`config.mk`:
```
export PLATFORM = sky130hd
export DESIGN_NAME = sudoku_game_fsm_flat
export DESIGN_NICKNAME = d
export VERILOG_FILES = /design/src/rtl/sudoku_pkg.sv /design/src/rtl/sudoku_game_fsm_if.sv /design/src/rtl/sudoku_sat_counter.sv /design/src/rtl/sudoku_game_fsm.sv /design/src/flat_wrapper.sv
export SDC_FILE = /design/constraint.sdc
export NUM_CORES = 1
export LEC_CHECK = 0
export BUFFER_PORTS_ARGS = -buffer_cell sky130_fd_sc_hd__buf_4
export CAP_MARGIN = 20
export CORE_MARGIN = 4
export CORE_UTILIZATION = 54
export CTS_CLUSTER_DIAMETER = 100
export DETAILED_ROUTE_END_ITERATION = 10
export PLACE_DENSITY = 0.83
export SYNTH_ARGS = -nofsm -noshare
export SYNTH_HDL_FRONTEND = slang
export SYNTH_SLANG_ARGS = --single-unit
```
`constraint.sdc`:
```
create_clock -name clk -period 3.5 [get_ports clk]
set_clock_uncertainty 0.05 [all_clocks]
set_input_delay 0.525 -clock clk [delete_from_list [all_inputs] [get_ports clk]]
set_output_delay 0.525 -clock clk [all_outputs]
set_load 0.01 [all_outputs]
```
`src/rtl/sudoku_pkg.sv`:
```
// sudoku_pkg: state codes shared with the state-to-enable decoder, plus grid defaults.
package sudoku_pkg;
   localparam logic [2:0] RECEBE_LINHA  = 3'b000;
   localparam logic [2:0] RECEBE_COLUNA = 3'b001;
   localparam logic [2:0] VERIFICA_POS  = 3'b010;
   localparam logic [2:0] RECEBE_VALOR  = 3'b011;
   localparam logic [2:0] VERIFICA_JOGO = 3'b100;
   localparam logic [2:0] FIM_JOGO      = 3'b101;
   localparam int N_DEF = 9;
   localparam int W_DEF = 4;
endpackage

```
`src/rtl/sudoku_game_fsm_if.sv`:
```
// sudoku_game_fsm_if: user entry, checker results and controller outputs of the game FSM.
interface sudoku_game_fsm_if import sudoku_pkg::*; #(parameter int W = W_DEF);
   logic         confirma;
   logic [W-1:0] entrada;
   logic         pos_valid;
   logic         pos_ok;
   logic         jogo_valid;
   logic         jogo_completo;
   logic [2:0]   estado_jogo;
   logic [W-1:0] linha;
   logic [W-1:0] coluna;
   logic [W-1:0] valor;
   logic         escreve;
   logic         erro_entrada;
   logic [7:0]   jogadas;
   logic [3:0]   erros;
   logic         perdeu;
   modport master (
      input  confirma, entrada, pos_valid, pos_ok, jogo_valid, jogo_completo,
      output estado_jogo, linha, coluna, valor, escreve, erro_entrada, jogadas, erros, perdeu
   );
   modport slave (
      output confirma, entrada, pos_valid, pos_ok, jogo_valid, jogo_completo,
      input  estado_jogo, linha, coluna, valor, escreve, erro_entrada, jogadas, erros, perdeu
   );
endinterface

```
`src/rtl/sudoku_sat_counter.sv`:
```
// sudoku_sat_counter: up-counter with enable and clear that sticks at its maximum value.
module sudoku_sat_counter #(parameter int WIDTH = 8) (
   input  logic             clk,
   input  logic             rst,
   input  logic             clr,
   input  logic             en,
   output logic [WIDTH-1:0] q
);
   always_ff @(posedge clk)
      if (rst || clr) q <= '0;
      else if (en && q != '1) q <= q + 1'b1;
endmodule

```
`src/rtl/sudoku_game_fsm.sv`:
```
// sudoku_game_fsm: Sudoku move sequencer; define SUDOKU_ERROR_LIMIT_EN to end the game after MAX_ERROS rejections.
module sudoku_game_fsm import sudoku_pkg::*; #(
   parameter int N = N_DEF,
   parameter int W = W_DEF
`ifdef SUDOKU_ERROR_LIMIT_EN
   , parameter int MAX_ERROS = 3
`endif
) (
   input logic clk,
   input logic reset,
   sudoku_game_fsm_if.master bus
);
   localparam logic [W-1:0] NMAX = W'(N);
   logic [2:0]   estado, prox;
   logic [W-1:0] linha, coluna, valor;
   logic         escreve, erro_entrada, perdeu, ok, entra, acc, rej, nova, lim;
   logic [7:0]   jogadas;
   logic [3:0]   erros;
   assign ok    = bus.entrada != '0 && bus.entrada <= NMAX;
   assign entra = bus.confirma && (estado == RECEBE_LINHA || estado == RECEBE_COLUNA || estado == RECEBE_VALOR);
   assign acc   = estado == RECEBE_VALOR && bus.confirma && ok;
   assign rej   = estado == VERIFICA_POS && bus.pos_valid && !bus.pos_ok;
   assign nova  = estado == FIM_JOGO && bus.confirma;
`ifdef SUDOKU_ERROR_LIMIT_EN
   localparam logic [3:0] ELIM = 4'(MAX_ERROS - 1);
   // The rejection being counted now is the one that reaches the limit.
   assign lim = erros == ELIM;
   always_ff @(posedge clk)
      if (reset || nova) perdeu <= 1'b0;
      else if (rej && lim) perdeu <= 1'b1;
`else
   assign lim    = 1'b0;
   assign perdeu = 1'b0;
`endif
   always_comb begin
      prox = RECEBE_LINHA;
      case (estado)
         RECEBE_LINHA:  prox = bus.confirma && ok ? RECEBE_COLUNA : RECEBE_LINHA;
         RECEBE_COLUNA: prox = bus.confirma && ok ? VERIFICA_POS : RECEBE_COLUNA;
         VERIFICA_POS:  prox = !bus.pos_valid ? VERIFICA_POS : bus.pos_ok ? RECEBE_VALOR : lim ? FIM_JOGO : RECEBE_LINHA;
         RECEBE_VALOR:  prox = acc ? VERIFICA_JOGO : RECEBE_VALOR;
         VERIFICA_JOGO: prox = !bus.jogo_valid ? VERIFICA_JOGO : bus.jogo_completo ? FIM_JOGO : RECEBE_LINHA;
         FIM_JOGO:      prox = bus.confirma ? RECEBE_LINHA : FIM_JOGO;
         default:       prox = RECEBE_LINHA;
      endcase
   end
   always_ff @(posedge clk) begin
      if (reset || nova) begin
         linha  <= '0;
         coluna <= '0;
         valor  <= '0;
      end else if (bus.confirma && ok) begin
         if (estado == RECEBE_LINHA) linha <= bus.entrada;
         if (estado == RECEBE_COLUNA) coluna <= bus.entrada;
         if (estado == RECEBE_VALOR) valor <= bus.entrada;
      end
      if (reset) begin
         estado       <= RECEBE_LINHA;
         escreve      <= 1'b0;
         erro_entrada <= 1'b0;
      end else begin
         estado       <= prox;
         escreve      <= acc;
         erro_entrada <= entra && !ok;
      end
   end
   sudoku_sat_counter #(.WIDTH(8)) u_jogadas (.clk(clk), .rst(reset), .clr(nova), .en(acc), .q(jogadas));
   sudoku_sat_counter #(.WIDTH(4)) u_erros (.clk(clk), .rst(reset), .clr(nova), .en(rej), .q(erros));
   assign bus.estado_jogo  = estado;
   assign bus.linha        = linha;
   assign bus.coluna       = coluna;
   assign bus.valor        = valor;
   assign bus.escreve      = escreve;
   assign bus.erro_entrada = erro_entrada;
   assign bus.jogadas      = jogadas;
   assign bus.erros        = erros;
   assign bus.perdeu       = perdeu;
endmodule

```
`src/flat_wrapper.sv`:
```
// flat-port wrapper written by rule: the top's interface ports become plain ports
module sudoku_game_fsm_flat import sudoku_pkg::*;
#(
   parameter int N = N_DEF,
   parameter int W = W_DEF

)
  (clk, reset, bus_confirma, bus_entrada, bus_pos_valid, bus_pos_ok, bus_jogo_valid, bus_jogo_completo, bus_estado_jogo, bus_linha, bus_coluna, bus_valor, bus_escreve, bus_erro_entrada, bus_jogadas, bus_erros, bus_perdeu);
  sudoku_game_fsm_if #(.W(W)) bus_i ();
  input logic clk;
  input logic reset;
  input wire logic [$bits(bus_i.confirma)-1:0] bus_confirma;
  input wire logic [$bits(bus_i.entrada)-1:0] bus_entrada;
  input wire logic [$bits(bus_i.pos_valid)-1:0] bus_pos_valid;
  input wire logic [$bits(bus_i.pos_ok)-1:0] bus_pos_ok;
  input wire logic [$bits(bus_i.jogo_valid)-1:0] bus_jogo_valid;
  input wire logic [$bits(bus_i.jogo_completo)-1:0] bus_jogo_completo;
  output wire logic [$bits(bus_i.estado_jogo)-1:0] bus_estado_jogo;
  output wire logic [$bits(bus_i.linha)-1:0] bus_linha;
  output wire logic [$bits(bus_i.coluna)-1:0] bus_coluna;
  output wire logic [$bits(bus_i.valor)-1:0] bus_valor;
  output wire logic [$bits(bus_i.escreve)-1:0] bus_escreve;
  output wire logic [$bits(bus_i.erro_entrada)-1:0] bus_erro_entrada;
  output wire logic [$bits(bus_i.jogadas)-1:0] bus_jogadas;
  output wire logic [$bits(bus_i.erros)-1:0] bus_erros;
  output wire logic [$bits(bus_i.perdeu)-1:0] bus_perdeu;
  assign bus_i.confirma = bus_confirma;
  assign bus_i.entrada = bus_entrada;
  assign bus_i.pos_valid = bus_pos_valid;
  assign bus_i.pos_ok = bus_pos_ok;
  assign bus_i.jogo_valid = bus_jogo_valid;
  assign bus_i.jogo_completo = bus_jogo_completo;
  assign bus_estado_jogo = bus_i.estado_jogo;
  assign bus_linha = bus_i.linha;
  assign bus_coluna = bus_i.coluna;
  assign bus_valor = bus_i.valor;
  assign bus_escreve = bus_i.escreve;
  assign bus_erro_entrada = bus_i.erro_entrada;
  assign bus_jogadas = bus_i.jogadas;
  assign bus_erros = bus_i.erros;
  assign bus_perdeu = bus_i.perdeu;
  sudoku_game_fsm #(.N(N), .W(W)) u_core (.clk(clk), .reset(reset), .bus(bus_i));
endmodule
```
==> After elaboration in Yosys (flattened, before gate mapping) <==
Cells that the tools add are included.
{ "classes": {"n_addsub": 2, "n_lt_le_gt_ge": 1, "eq_ne": 7, "muxes": 9, "n_reduce_logical": 21} }
{ "ops": {"columns": ["cell", "count"], "rows": [
  ["$pmux W3 S6", 1],
  ["$mux W3", 5],
  ["$logic_and A1 B1 Y1", 11],
  ["$add A8 B1 Y8 const B", 1],
  ["$ne A8 B8 Y1 const B", 1],
  ["$eq A3 B2 Y1 const B", 2],
  ["$eq A3 B3 Y1 const B", 2],
  ["$reduce_and A2 Y1", 3],
  ["$add A4 B1 Y4 const B", 1],
  ["$le A4 B4 Y1 const B", 1],
  ["$mux W2", 2],
  ["$ne A4 B4 Y1 const B", 1],
  ["$reduce_bool A4 Y1", 1],
  ["$eq A3 B1 Y1 const B", 1],
  ["$logic_not A3 Y1", 1],
  ["$logic_or A1 B1 Y1", 3],
  ["$logic_not A1 Y1", 2],
  ["$mux W1", 1]
]} }
{ "totals": {"regBits": 29, "inputBits": 11, "out_inout_bits": 30} }

==> Longest topological paths before layout <==
{ "depth": {"word_depth": 5, "ltp_mapped": 7, "mapped_depth_nobuf": 5} }

==> Modules after synthesis <==
A second synthesis with hierarchy kept.
{ "hier_totals": {"cells_unflattened": 150, "area_unflattened_um2": 1432.6} }
{ "by_module_without_submodules": {"columns": ["module", "n_inst", "cells_each", "area_each_um2"], "rows": [
  ["sudoku_game_fsm", 1, 81, 800.8],
  ["sudoku_sat_counter (u_core.u_jogadas)", 1, 48, 421.7],
  ["sudoku_sat_counter (u_core.u_erros)", 1, 21, 210.2]
]} }

==> Worst setup path before layout <==
No wires, ideal clock.
{ "synth_timing": {"path_type": "input -> register", "start": "input bus_entrada[3]", "end": "register u_core.valor[0] (netlist: u_core.bus.valor[0])", "setup_ps": 128, "t_arrival_ps": 1747, "slack_ps": 1576, "path_stages": 7, "n_path_buf": 3, "cell_sequence": "or4_1 -> buf_6 -> nand4b_4 -> buf_8 -> buf_12 -> mux2i_1 -> nor2_1"} }
{ "synth_between": {"elab_chain_cells": 4, "word_cells_on_any_way": 5, "classes_between": "1 x order compare; 4 x reduce/logical"} }
{ "synth_lines": {"columns": ["element", "line", "source"], "rows": [
  ["start, declared", "flat_wrapper.sv:13", "input wire logic [$bits(bus_i.entrada)-1:0] bus_entrada;"],
  ["$le A4 B4 Y1 or $reduce_bool A4 Y1 (tied branches)", "sudoku_game_fsm.sv:19", "assign ok = bus.entrada != '0 && bus.entrada <= NMAX;"],
  ["$logic_and A1 B1 Y1 *", "sudoku_game_fsm.sv:19", null],
  ["$logic_and A1 B1 Y1 *", "sudoku_game_fsm.sv:52", "end else if (bus.confirma && ok) begin"],
  ["$reduce_and A2 Y1 (no line) *", null, null],
  ["end signal, assigned", "sudoku_game_fsm.sv:55", "if (estado == RECEBE_VALOR) valor <= bus.entrada;"],
  ["end, declared", "sudoku_game_fsm.sv:15", "logic [W-1:0] linha, coluna, valor;"]
]} }
Mark *: on every way between the ends. The rest lies on a longest branch, timed or not.
A chain may end at the register's enable or synchronous reset.

==> Worst setup path after layout <==
{ "layout_timing": {"start": "register u_core.estado[2] (netlist: u_core.bus.estado_jogo[2])", "end": "register u_core.u_jogadas.q[4]"} }
{ "layout_between": {"elab_chain_cells": 4, "word_cells_on_any_way": 7, "classes_between": "2 x eq/ne; 5 x reduce/logical"} }
{ "layout_lines": {"columns": ["element", "line", "source"], "rows": [
  ["start, declared", "sudoku_game_fsm.sv:14", "logic [2:0] estado, prox;"],
  ["start signal, assigned", "sudoku_game_fsm.sv:62", "estado <= prox;"],
  ["$eq A3 B2 Y1", "sudoku_game_fsm.sv:21", "assign acc = estado == RECEBE_VALOR && bus.confirma && ok;"],
  ["$logic_and A1 B1 Y1 (2 in a row)", "sudoku_game_fsm.sv:21", null],
  ["$logic_and A1 B1 Y1", "sudoku_sat_counter.sv:11", "else if (en && q != '1) q <= q + 1'b1;"],
  ["end signal, assigned", "sudoku_sat_counter.sv:11", null],
  ["end, declared", "sudoku_sat_counter.sv:7", "output logic [WIDTH-1:0] q"]
]} }
Several ways; a longest one is shown, not always the timed one.

==> metrics.txt <==
status finished, final reports clean; class of the most critical hold timing path input pin to flip-flop; Unique masters post-synth 46; instance count of the mapped netlist 151; GP Congestion 0.835; IR Drop Worst-Case VDD 0.000306 V; global-route total usage across every layer 21.8%; Design Area, Final 1690 um^2; antenna-violating nets left 0; ys flop type dfxtp_1; Mapped Area 1370 um^2; wire length on met1 1.49 mm; most used cells in the layout excluding fill and tap cells buf_4, dfxtp_1, nor2_1; # Max-Cap Violations 0; horizontal die dimension 58.3 um; area of the die 3400 um^2; Mapped Avg Cell Area 9.05 um^2; final setup vio count 0; Worst Path Max Fanout 22; overall routed net length 3.29 mm; fraction of layout instances using a drive strength above 1 26.8%; detailed-routed wire length on met2 1.57 mm; P_leak 0.724 nW; post-detailed-route wirelength per cell 15.1 um; Clock Tree Buf Depth 2; Pwr per Cell Area 360 nW/um^2; hold violation total from the final report 0; f_max 508 MHz; final max-slew violation count 0; level count of the clock H-tree 2; IO Pins 41; number of flops mapped to enable cells by yosys 0; type of origin of the critical path flip-flop; count of inserted antenna diode cells 0; filler cell count 178; row count 17; number of buffers inserted for hold repair after clock tree synthesis 0; Die Height 58.3 um; most frequent standard cell in the layout excluding fill and tap cells buf_4; vias after detailed routing 1284; Synth Net Count 164; final critical path time including I/O delays and setup 1.97 ns; Top Metal Used met4; grt ovf 0; final HPWL from detailed placement 2.36 mm; number of setup buffers added after CTS 0; Worst EP arrival 2.18 ns; via count of the first global-routing pass 1299; core region area 2320 um^2; clk root buf clkbuf_4; Starting Density 58.9%; final critical-path share of the clock period 56.2%; pin count of the biggest net entering global routing 23; violation count after the first detailed-route iteration 29; Inserted Clock Buffers 5; Layout Nets 203; number of sinks driven by the clock tree 29; post-synthesis sequential area ratio 42.5%; total power consumption of the routed design 0.608 mW; via-per-instance ratio 5.89; fraction of registers with async set/reset 0%; DRC violation count after routing 0; reg-to-reg slack, setup 1.53 ns; CTS tree done; count of input and output buffers 39; count of warnings emitted by yosys 0; critical path required time 3.71 ns; worst skew pair latency 0.33 ns; CP endpoint kind flip-flop; Post-Route Setup TNS 0 ns; routed length on met3 183 um; Post-CTS Resized 0; number of synthesized register bits 29; Placed Area 1630 um^2; number of iterations in the first detailed-routing pass 4; unrepaired setup endpoints after global routing no; post-CTS clock slew at the launch and capture registers of the worst setup and hold paths 0.09 ns; antenna violations before repair 0; critical path type flip-flop to flip-flop; area delta synth->final 23.4%; global-route wire length before repair 5.76 mm
cell families (layout without fill, tap and decap cells):
family / count (synthesis) / count (layout) / synth area share [%]
AOI/OAI and AO/OA: 36 / 36 / 16.8
xor gates and xnor gates: 1 / 1 / 0.641
adders and majority gates: 2 / 2 / 1.83
buffers and inverters: 11 / 50 / 5.95
DFF: 29 / 29 / 42.5
muxes: 7 / 7 / 5.22
other: 1 / 1 / 0.274
and+or+nand+nor: 64 / 64 / 26.7
area by class of cell:
class,count,area (um^2),area share [%]
Tap cell,28,35.0,2.08
Clock buffer,7,55.1,3.26
Multi-Input combinational cell,111,704,41.8
Sequential cell,29,581,34.4
Timing Repair Buffer,40,300,17.8
Inverter,3,11.3,0.668
through the flow:
step / worst slack, ns / hold slack, ns / std cells / util, %
floorplan: 1.58 / 0.444 / 151 / -
global placement: 1.39 / 0.405 / 211 / 70.4
detailed placement: 1.30 / 0.423 / 211 / 70.4
CTS: 1.57 / 0.349 / 218 / 72.7
global route: 1.45 / 0.357 / 218 / 72.7
finish: 1.53 / 0.356 / 218 / 72.7
power breakdown:
group	internal (mW)	switching, mW	total [mW]
Clock	0.0946	0.111	0.206
Combinational	0.0263	0.0324	0.0587
Sequential	0.336	0.00693	0.343
Total	0.457	0.151	0.608
synth_stat cells, types with 2 or more instances:
library cell | count | area [um^2]
or4_1 | 2 | 15.0
nand3b_1 | 2 | 15.0
dfxtp_1 | 29 | 581
ha_1 | 2 | 25.0
or3_1 | 4 | 25.0
a21oi_1 | 6 | 30.0
nor2_1 | 12 | 45.0
nand3_1 | 11 | 55.1
clkbuf_1 | 3 | 11.3
nor3_1 | 2 | 10.0
inv_1 | 3 | 11.3
mux2i_1 | 6 | 60.1
nand2_1 | 11 | 41.3
o21ai_0 | 11 | 55.1
o31ai_1 | 2 | 15.0
nand4_1 | 6 | 37.5
a211oi_1 | 3 | 22.5
o21a_1 | 3 | 22.5
and3_1 | 2 | 12.5
o211ai_1 | 3 | 22.5
nand2b_1 | 3 | 18.8
critical path, stage by stage, from the launching register on:
cell and delay (ns):
dfxtp_1 0.41, and2b_1 0.35, nand4b_4 0.32, or4_1 0.59
a21oi_1 0.17
path summary, 6_finish.rpt:
check                                                 end  cells after the start                 startpoint
worst min-delay path            u_core.bus.estado_jogo[2]                      2                      reset
worst min register to register       u_core.bus.coluna[3]                      2       u_core.bus.coluna[3]
worst max register to register      u_core.u_jogadas.q[4]                      4  u_core.bus.estado_jogo[2]
worst max-delay path                u_core.u_jogadas.q[4]                      4  u_core.bus.estado_jogo[2]
sequential cells by signal (all words and copies together) (netlist names):
register / flops
u_core.u_jogadas.q: 8
u_core.bus.linha: 4
u_core.bus.valor: 4
u_core.bus.coluna: 4
u_core.bus.estado_jogo: 3
u_core.bus.erro_entrada: 1
u_core.u_erros.q: 4
u_core.bus.escreve: 1
metal layers:
layer / vias to the layer above / global-route usage [%]
met5: - / 0
met4: 0 / 10.9
met3: 7 / 3.95
met2: 33 / 35.4
met1: 613 / 27.5
li1: 631 / -
No activity file was read; power rests on OpenSTA's default activity.
